File: config.mk
export PLATFORM = sky130hd
export DESIGN_NAME = fetch_ifid
export DESIGN_NICKNAME = d
export VERILOG_FILES = /design/src/rtl/fetch_pkg.sv /design/src/rtl/ifid_reg.sv /design/src/rtl/fetch_ifid.sv
export SDC_FILE = /design/constraint.sdc
export NUM_CORES = 1
export LEC_CHECK = 0
export BUFFER_PORTS_ARGS = -buffer_cell sky130_fd_sc_hd__buf_2
export CORE_ASPECT_RATIO = 0.8
export CORE_MARGIN = 2
export CORE_UTILIZATION = 52
export CTS_BUF_LIST = sky130_fd_sc_hd__clkbuf_4 sky130_fd_sc_hd__clkbuf_8
export DETAILED_ROUTE_END_ITERATION = 6
export MAX_ROUTING_LAYER = met4
export PLACE_DENSITY = 0.83
export SYNTH_ARGS = -nofsm -noshare
export SYNTH_HDL_FRONTEND = slang
export SYNTH_SLANG_ARGS = --single-unit
File: constraint.sdc
create_clock -name clk -period 6.5 [get_ports clk]
set_input_delay 1.3 -clock clk [delete_from_list [all_inputs] [get_ports clk]]
set_output_delay 1.3 -clock clk [all_outputs]
set_load 0.03 [all_outputs]
File: src/rtl/fetch_pkg.sv
// Shared types and constants for the LEGv8 fetch stage and its IF/ID register.
package fetch_pkg;

    typedef enum logic [1:0] {
        F_BOOT,
        F_RUN,
        F_HALTED
    } fetch_state_t;

    // B #0: an unconditional branch to itself, used as the program terminator.
    localparam logic [31:0] HALT_INSTR   = 32'h1400_0000;
    localparam int unsigned INSTR_BYTES  = 4;
    localparam logic [31:0] BUBBLE_INSTR = 32'h0;

endpackage

File: src/rtl/ifid_reg.sv
// IF/ID pipeline register: {instr, pc, valid}. Flush loads a bubble and beats load.
module ifid_reg
    import fetch_pkg::*;
(
    input  logic        clk_i,
    input  logic        rst_i,
    input  logic        en_i,
    input  logic        flush_i,
    input  logic [31:0] instr_i,
    input  logic [63:0] pc_i,
    output logic [31:0] instr_o,
    output logic [63:0] pc_o,
    output logic        valid_o
);

    logic [31:0] instr_q;
    logic [63:0] pc_q;
    logic        valid_q;

    always_ff @(posedge clk_i or posedge rst_i) begin
        if (rst_i) begin
            instr_q <= BUBBLE_INSTR;
            pc_q    <= 64'h0;
            valid_q <= 1'b0;
        end else if (flush_i) begin
            instr_q <= BUBBLE_INSTR;
            pc_q    <= 64'h0;
            valid_q <= 1'b0;
        end else if (en_i) begin
            instr_q <= instr_i;
            pc_q    <= pc_i;
            valid_q <= 1'b1;
        end
    end

    assign instr_o = instr_q;
    assign pc_o    = pc_q;
    assign valid_o = valid_q;

endmodule

File: src/rtl/fetch_ifid.sv
// Fetch stage: PC register, next-PC mux and BOOT/RUN/HALTED control feeding the IF/ID register.
module fetch_ifid
    import fetch_pkg::*;
#(
    parameter logic [63:0] RESET_PC    = 64'h0,
    parameter int          IMEM_ADDR_W = 6
) (
    input  logic                   clk,
    input  logic                   reset,
    input  logic                   stall,
    input  logic                   branch_taken,
    input  logic [63:0]            branch_target,
    output logic [IMEM_ADDR_W-1:0] imem_addr,
    input  logic [31:0]            imem_data,
    output logic [63:0]            pc_f,
    output logic [31:0]            instr_d,
    output logic [63:0]            pc_d,
    output logic                   valid_d,
    output logic                   halted
);

    fetch_state_t state_q, state_d;
    logic [63:0]  fpc_q, fpc_d;
    logic         ifid_en;
    logic         ifid_flush;
    logic [63:0]  redirect_pc;

    assign redirect_pc = {branch_target[63:2], 2'b00};

    always_ff @(posedge clk or posedge reset) begin
        if (reset) begin
            state_q <= F_BOOT;
            fpc_q   <= RESET_PC;
        end else begin
            state_q <= state_d;
            fpc_q   <= fpc_d;
        end
    end

    always_comb begin
        state_d    = state_q;
        fpc_d      = fpc_q;
        ifid_en    = 1'b0;
        ifid_flush = 1'b0;
        case (state_q)
            F_BOOT: begin
                ifid_flush = 1'b1;
                state_d    = F_RUN;
            end
            F_RUN: begin
                if (branch_taken) begin
                    fpc_d      = redirect_pc;
                    ifid_flush = 1'b1;
                end else if (!stall) begin
                    ifid_en = 1'b1;
                    // The halt word is still passed to decode; only the PC freezes.
                    if (imem_data == HALT_INSTR) begin
                        state_d = F_HALTED;
                    end else begin
                        fpc_d = fpc_q + 64'(INSTR_BYTES);
                    end
                end
            end
            F_HALTED: begin
                if (branch_taken) begin
                    fpc_d      = redirect_pc;
                    ifid_flush = 1'b1;
                    state_d    = F_RUN;
                end else if (!stall) begin
                    ifid_flush = 1'b1;
                end
            end
            default: begin
                state_d = F_BOOT;
            end
        endcase
    end

    ifid_reg u_ifid_reg (
        .clk_i   (clk),
        .rst_i   (reset),
        .en_i    (ifid_en),
        .flush_i (ifid_flush),
        .instr_i (imem_data),
        .pc_i    (fpc_q),
        .instr_o (instr_d),
        .pc_o    (pc_d),
        .valid_o (valid_d)
    );

    assign imem_addr = fpc_q[IMEM_ADDR_W+1:2];
    assign pc_f      = fpc_q;
    assign halted    = (state_q == F_HALTED);

endmodule
==> impl.org <==
** Synth
- Sorting the synthesized cells by area gives the leading types as dfrtp_1 52%, a22o_1 11%, a21oi_1 4.0%, nand2_1 3.0%, clkbuf_1 2.3%.
- The Yosys step of the flow raised 0 warnings.
- Register area share after synthesis :: 51.70%
- Counting flops with a built-in enable in the synthesized netlist gives 0.
- Fraction of synthesis flops using an asynchronous set or reset pin :: 100.0%
- Post-synth cell types :: between 50 and 60
- In this run, synthesis produced a sequential element count of 160.
- The top cell type by area accounts for 51.70% of the synthesized area.
- Synthesized netlist cell count :: roughly 770
- Most used flip-flop cell after synthesis :: dfrtp_1
- The synthesized design spends more area on one cell type than any other, namely dfrtp_1.
- Each instance of the synthesized netlist takes up on average approximately 10 um2.
- Syn Std Cell Area :: between 7000 and 8000 um2

** Placement
- Routability-driven placement finished with a final weighted congestion of 0.8549.
- IO Port Bufs :: 263
- Placed instance count :: around 1200
- HPWL after detailed placement :: around 16000 um
- OpenSTA, run right after detailed placement, puts the worst setup slack at roughly 2.8 ns.

** Clock tree
- Number of buffers on the longest clock path :: 2
- Gates resized during post-CTS repair numbered 0.
- In this run, CTS created clock tree buffers numbering 17.
- CTS tree :: yes
- Clock edge transition at the registers on the reported setup and hold paths :: around 0.08 ns
- Hold repair after CTS inserted 0 buffers.
- Clock tree synthesis selected as its root buffer the cell clkbuf_8.
- The clock reaches the later pin of the worst-skew pair after around 0.47 ns.
- In this run the post-CTS setup repair buffer count came out at 0.
- Number of clock sinks :: between 150 and 200
- CTS built an H-tree with a depth of 4.

** Timing
- Setup repair after global routing left no endpoint under its margin.
- The hold violation total from the final report came to 0.
- Across the routed clock network, the largest skew measured is around 0.01 ns.
- After layout, the minimum clock period comes to 3.299 ns.
- For the final routed database, the setup TNS stands at 0 ns.
- Of the available clock period, the critical path in the final layout requires 50.75%.
- On the final layout, the worst hold slack is around 0.48 ns.
- Setup slack closes at 3.201 ns.
- Max-slew violation count :: 0
- Setup violations, final :: 0
- Maximum frequency from static timing analysis :: 303.1 MHz
- For the pin with the worst max-slew slack, the measured transition is roughly 1.0 ns.
- The worst pin sits at a relative slew slack of 30.31%.

** Min path
- Worst Hold Launch :: u_ifid_reg.valid_o$_DFFE_PP0P_
- Worst min-delay path endpoint :: u_ifid_reg.valid_o$_DFFE_PP0P_
- Hold path depth :: 1
- The min-delay analysis places its worst path in the category reg2reg.

** Status
- The run finished with clean final reports.

** GRT
- The number of global-route vias before repair came to between 6000 and 7000.
- Largest net degree at the start of global routing :: between 100 and 150
- Global routing used approximately 30% of the available tracks across all layers.
- Aggregate global routing overflow :: 0
- Initial antenna violation count :: 0
- Wire length of the first global-routing pass :: 36540 um

** Route
- Final ANT Viol Nets :: 0
- The first detailed-routing pass took 5 iterations.
- In the final routed layout, each cell accounts on average for around 20 um.
- Via-to-Cell Ratio :: between 6 and 7
- Overall via count from detail_route :: between 7000 and 8000
- Remaining design rule violation count :: 0
- For this block, the initial DRC count from the detailed router was around 720.
- The routed design has approximately 23000 um of wire.

** Finish
- Total inserted antenna cells :: 0
- At the end of the flow, the number of nets in the layout was approximately 1100.
- Cells with a size suffix above 1 make up around 32% of the layout.
- Final cell count without fillers :: 1184
- Fill count :: around 1200
- Area added between synthesis and finish :: 23.22%

** Power
- Switching Power :: 0.0009188 W
- The internal portion of the total power is 0.001768 W.
- Overall power consumption after layout is estimated at around 0.0027 W.
- In this run the power density over the cells is about 280 nW/um2.
- Registers are responsible for ~45% of the overall power.
- Proportion of power drawn by the clock network :: 32.7%
- Combinational share of power :: 22.4%
- IR Drop Worst-Case VDD :: roughly 0.19 mV
- The analysis attributes to cell leakage a power of 4.559 nW.
- In this run switching power makes up between 30% and 40% of total power.

** Setup path
- By startpoint and endpoint, the worst setup path is classified as in2reg.
- Top fanout value on the critical path :: between 60 and 70
- Measured in cells, the most critical reg-to-reg path has a length of 6.
- For the worst setup path, the data arrival time is about 3.7 ns.
- The worst setup path is captured at a flip-flop.
- The setup check on the worst reg-to-reg path leaves a slack of ~3.7 ns.
- CP required :: a little under 7 ns
- In this run the critical register-to-register path is captured at pc_f[60]$_DFFE_PP0P_.
- Crit start category :: input port
- The worst register-to-register path begins at pc_f[5]$_DFFE_PP0P_.

** Floorplanning
- The region available for standard cell placement spans between 10000 and 15000 um2.
- Chip width :: around 140 um
- In this run the vertical extent of the chip is between 100 and 150 um.
- Num ports :: ~270
- Once the floorplan was initialized, standard cells occupied 53.79% of the core.
- Area of the die :: approximately 16000 um2
- Site Rows :: 39

** Flow run
- Max cap viols :: 0
[power groups by stage]
stage	sequential, W	combinational, W	clock (W)
after floorplan	0.00137	0.000256	0
after global placement	0.00122	0.000595	0
after detailed placement	0.00122	0.000604	0
after CTS	0.00120	0.000606	0.000883
after global routing	0.00122	0.000645	0.000930
final	0.00121	0.000603	0.000878
[worst max-delay path by stage]
stage	from	endpoint	slack, ns	depth (start not counted)
after CTS	imem_data[24]	pc_f[61]$_DFFE_PP0P_	3.27	8
after detailed placement	imem_data[24]	pc_f[62]$_DFFE_PP0P_	2.79	8
after global placement	imem_data[10]	pc_f[61]$_DFFE_PP0P_	2.84	8
after global routing	imem_data[27]	pc_f[62]$_DFFE_PP0P_	3.08	8
after floorplan	reset	pc_f[10]$_DFFE_PP0P_	0.88	1
final	imem_data[22]	pc_f[61]$_DFFE_PP0P_	3.20	8
[flip-flops by register name, indices dropped and copies added, names as in the netlist]
register / count
u_ifid_reg.pc_o: 63
pc_f: 62
u_ifid_reg.instr_o: 32
u_ifid_reg.valid_o: 1
state_q: 2
[metal layers]
layer  vias to the layer above  part of all wire [%]  wire length [um]  global-route usage [%]
li1                       3373                     -                 -                       -
met1                      3581                    45             10420                   42.58
met2                       388                    45             10540                   43.79
met3                        25                   8.1              1868                   7.110
met4                         0                   1.5               348                   7.273
met5                         -                     0                 0                       -
[synthesized netlist by cell type (3+ instances only)]
| library cell | count |
|---|---|
| a21oi_1 | 62 |
| a22o_1 | 98 |
| a2bb2oi_1 | 20 |
| a31oi_1 | 9 |
| and2_1 | 5 |
| and3_1 | 10 |
| and4_1 | 6 |
| buf_1 | 4 |
| buf_2 | 6 |
| buf_4 | 12 |
| clkbuf_1 | 47 |
| dfrtp_1 | 160 |
| inv_1 | 9 |
| nand2_1 | 61 |
| nand2b_1 | 4 |
| nand3_1 | 29 |
| nand4_1 | 19 |
| nor2_1 | 42 |
| nor2b_1 | 3 |
| nor3_1 | 18 |
| nor4_1 | 15 |
| o211ai_1 | 7 |
| o21ai_0 | 34 |
| o221ai_1 | 4 |
| o22a_1 | 12 |
| o22ai_1 | 19 |
| o31ai_1 | 6 |
| or2_2 | 5 |
| or3_1 | 5 |
[final cells by class]
| cell class | instances | area, um2 | share of cell area, % |
|---|---|---|---|
| Clock buffer | 20 | 269.0 | 2.819 |
| Clock inverter | 12 | 205.2 | 2.151 |
| Inverter | 9 | 38.79 | 0.4065 |
| Multi-Input combinational cell | 529 | 3426 | 35.90 |
| Sequential cell | 160 | 4004 | 41.96 |
| Tap cell | 184 | 230.2 | 2.413 |
| Timing Repair Buffer | 270 | 1369 | 14.35 |
[cell families after synthesis]
kind of cell | share of synthesized area [%]
other | 0.04843
flip-flops | 51.70
buffers and inverters | 4.524
multiplexers | 0.1293
AO/OA/AOI/OAI | 26.77
AND/OR/NAND/NOR | 16.66
adder cells (fa/ha/maj) | 0.1616
[cell usage in the layout, fill, tap and decap left out, drive strengths merged, types with 20 or more instances in the layout]
| cell | count |
|---|---|
| o21ai | 35 |
| clkbuf | 20 |
| a22o | 98 |
| buf | 270 |
| dfrtp | 160 |
| nor2 | 42 |
| a21oi | 62 |
| nand3 | 30 |
| nand4 | 22 |
| a2bb2oi | 20 |
| nand2 | 62 |
[critical path: stages]
cell      delay, ns
buf_2          0.10
nor4_1         0.37
nand4_1        0.21
nor4_1         0.52
or2_2          0.21
buf_4          0.56
o41ai_2        0.17
a211oi_1       0.20
[stage by stage]
step                cell area [um2]  utilization [%]
finish                         9542            66.28
global route                   9542            66.28
CTS                            9542            66.28
detailed placement             9067            62.99
global placement               9067            62.99
floorplan                      7747                -
Power figures use the tool's default switching activity.
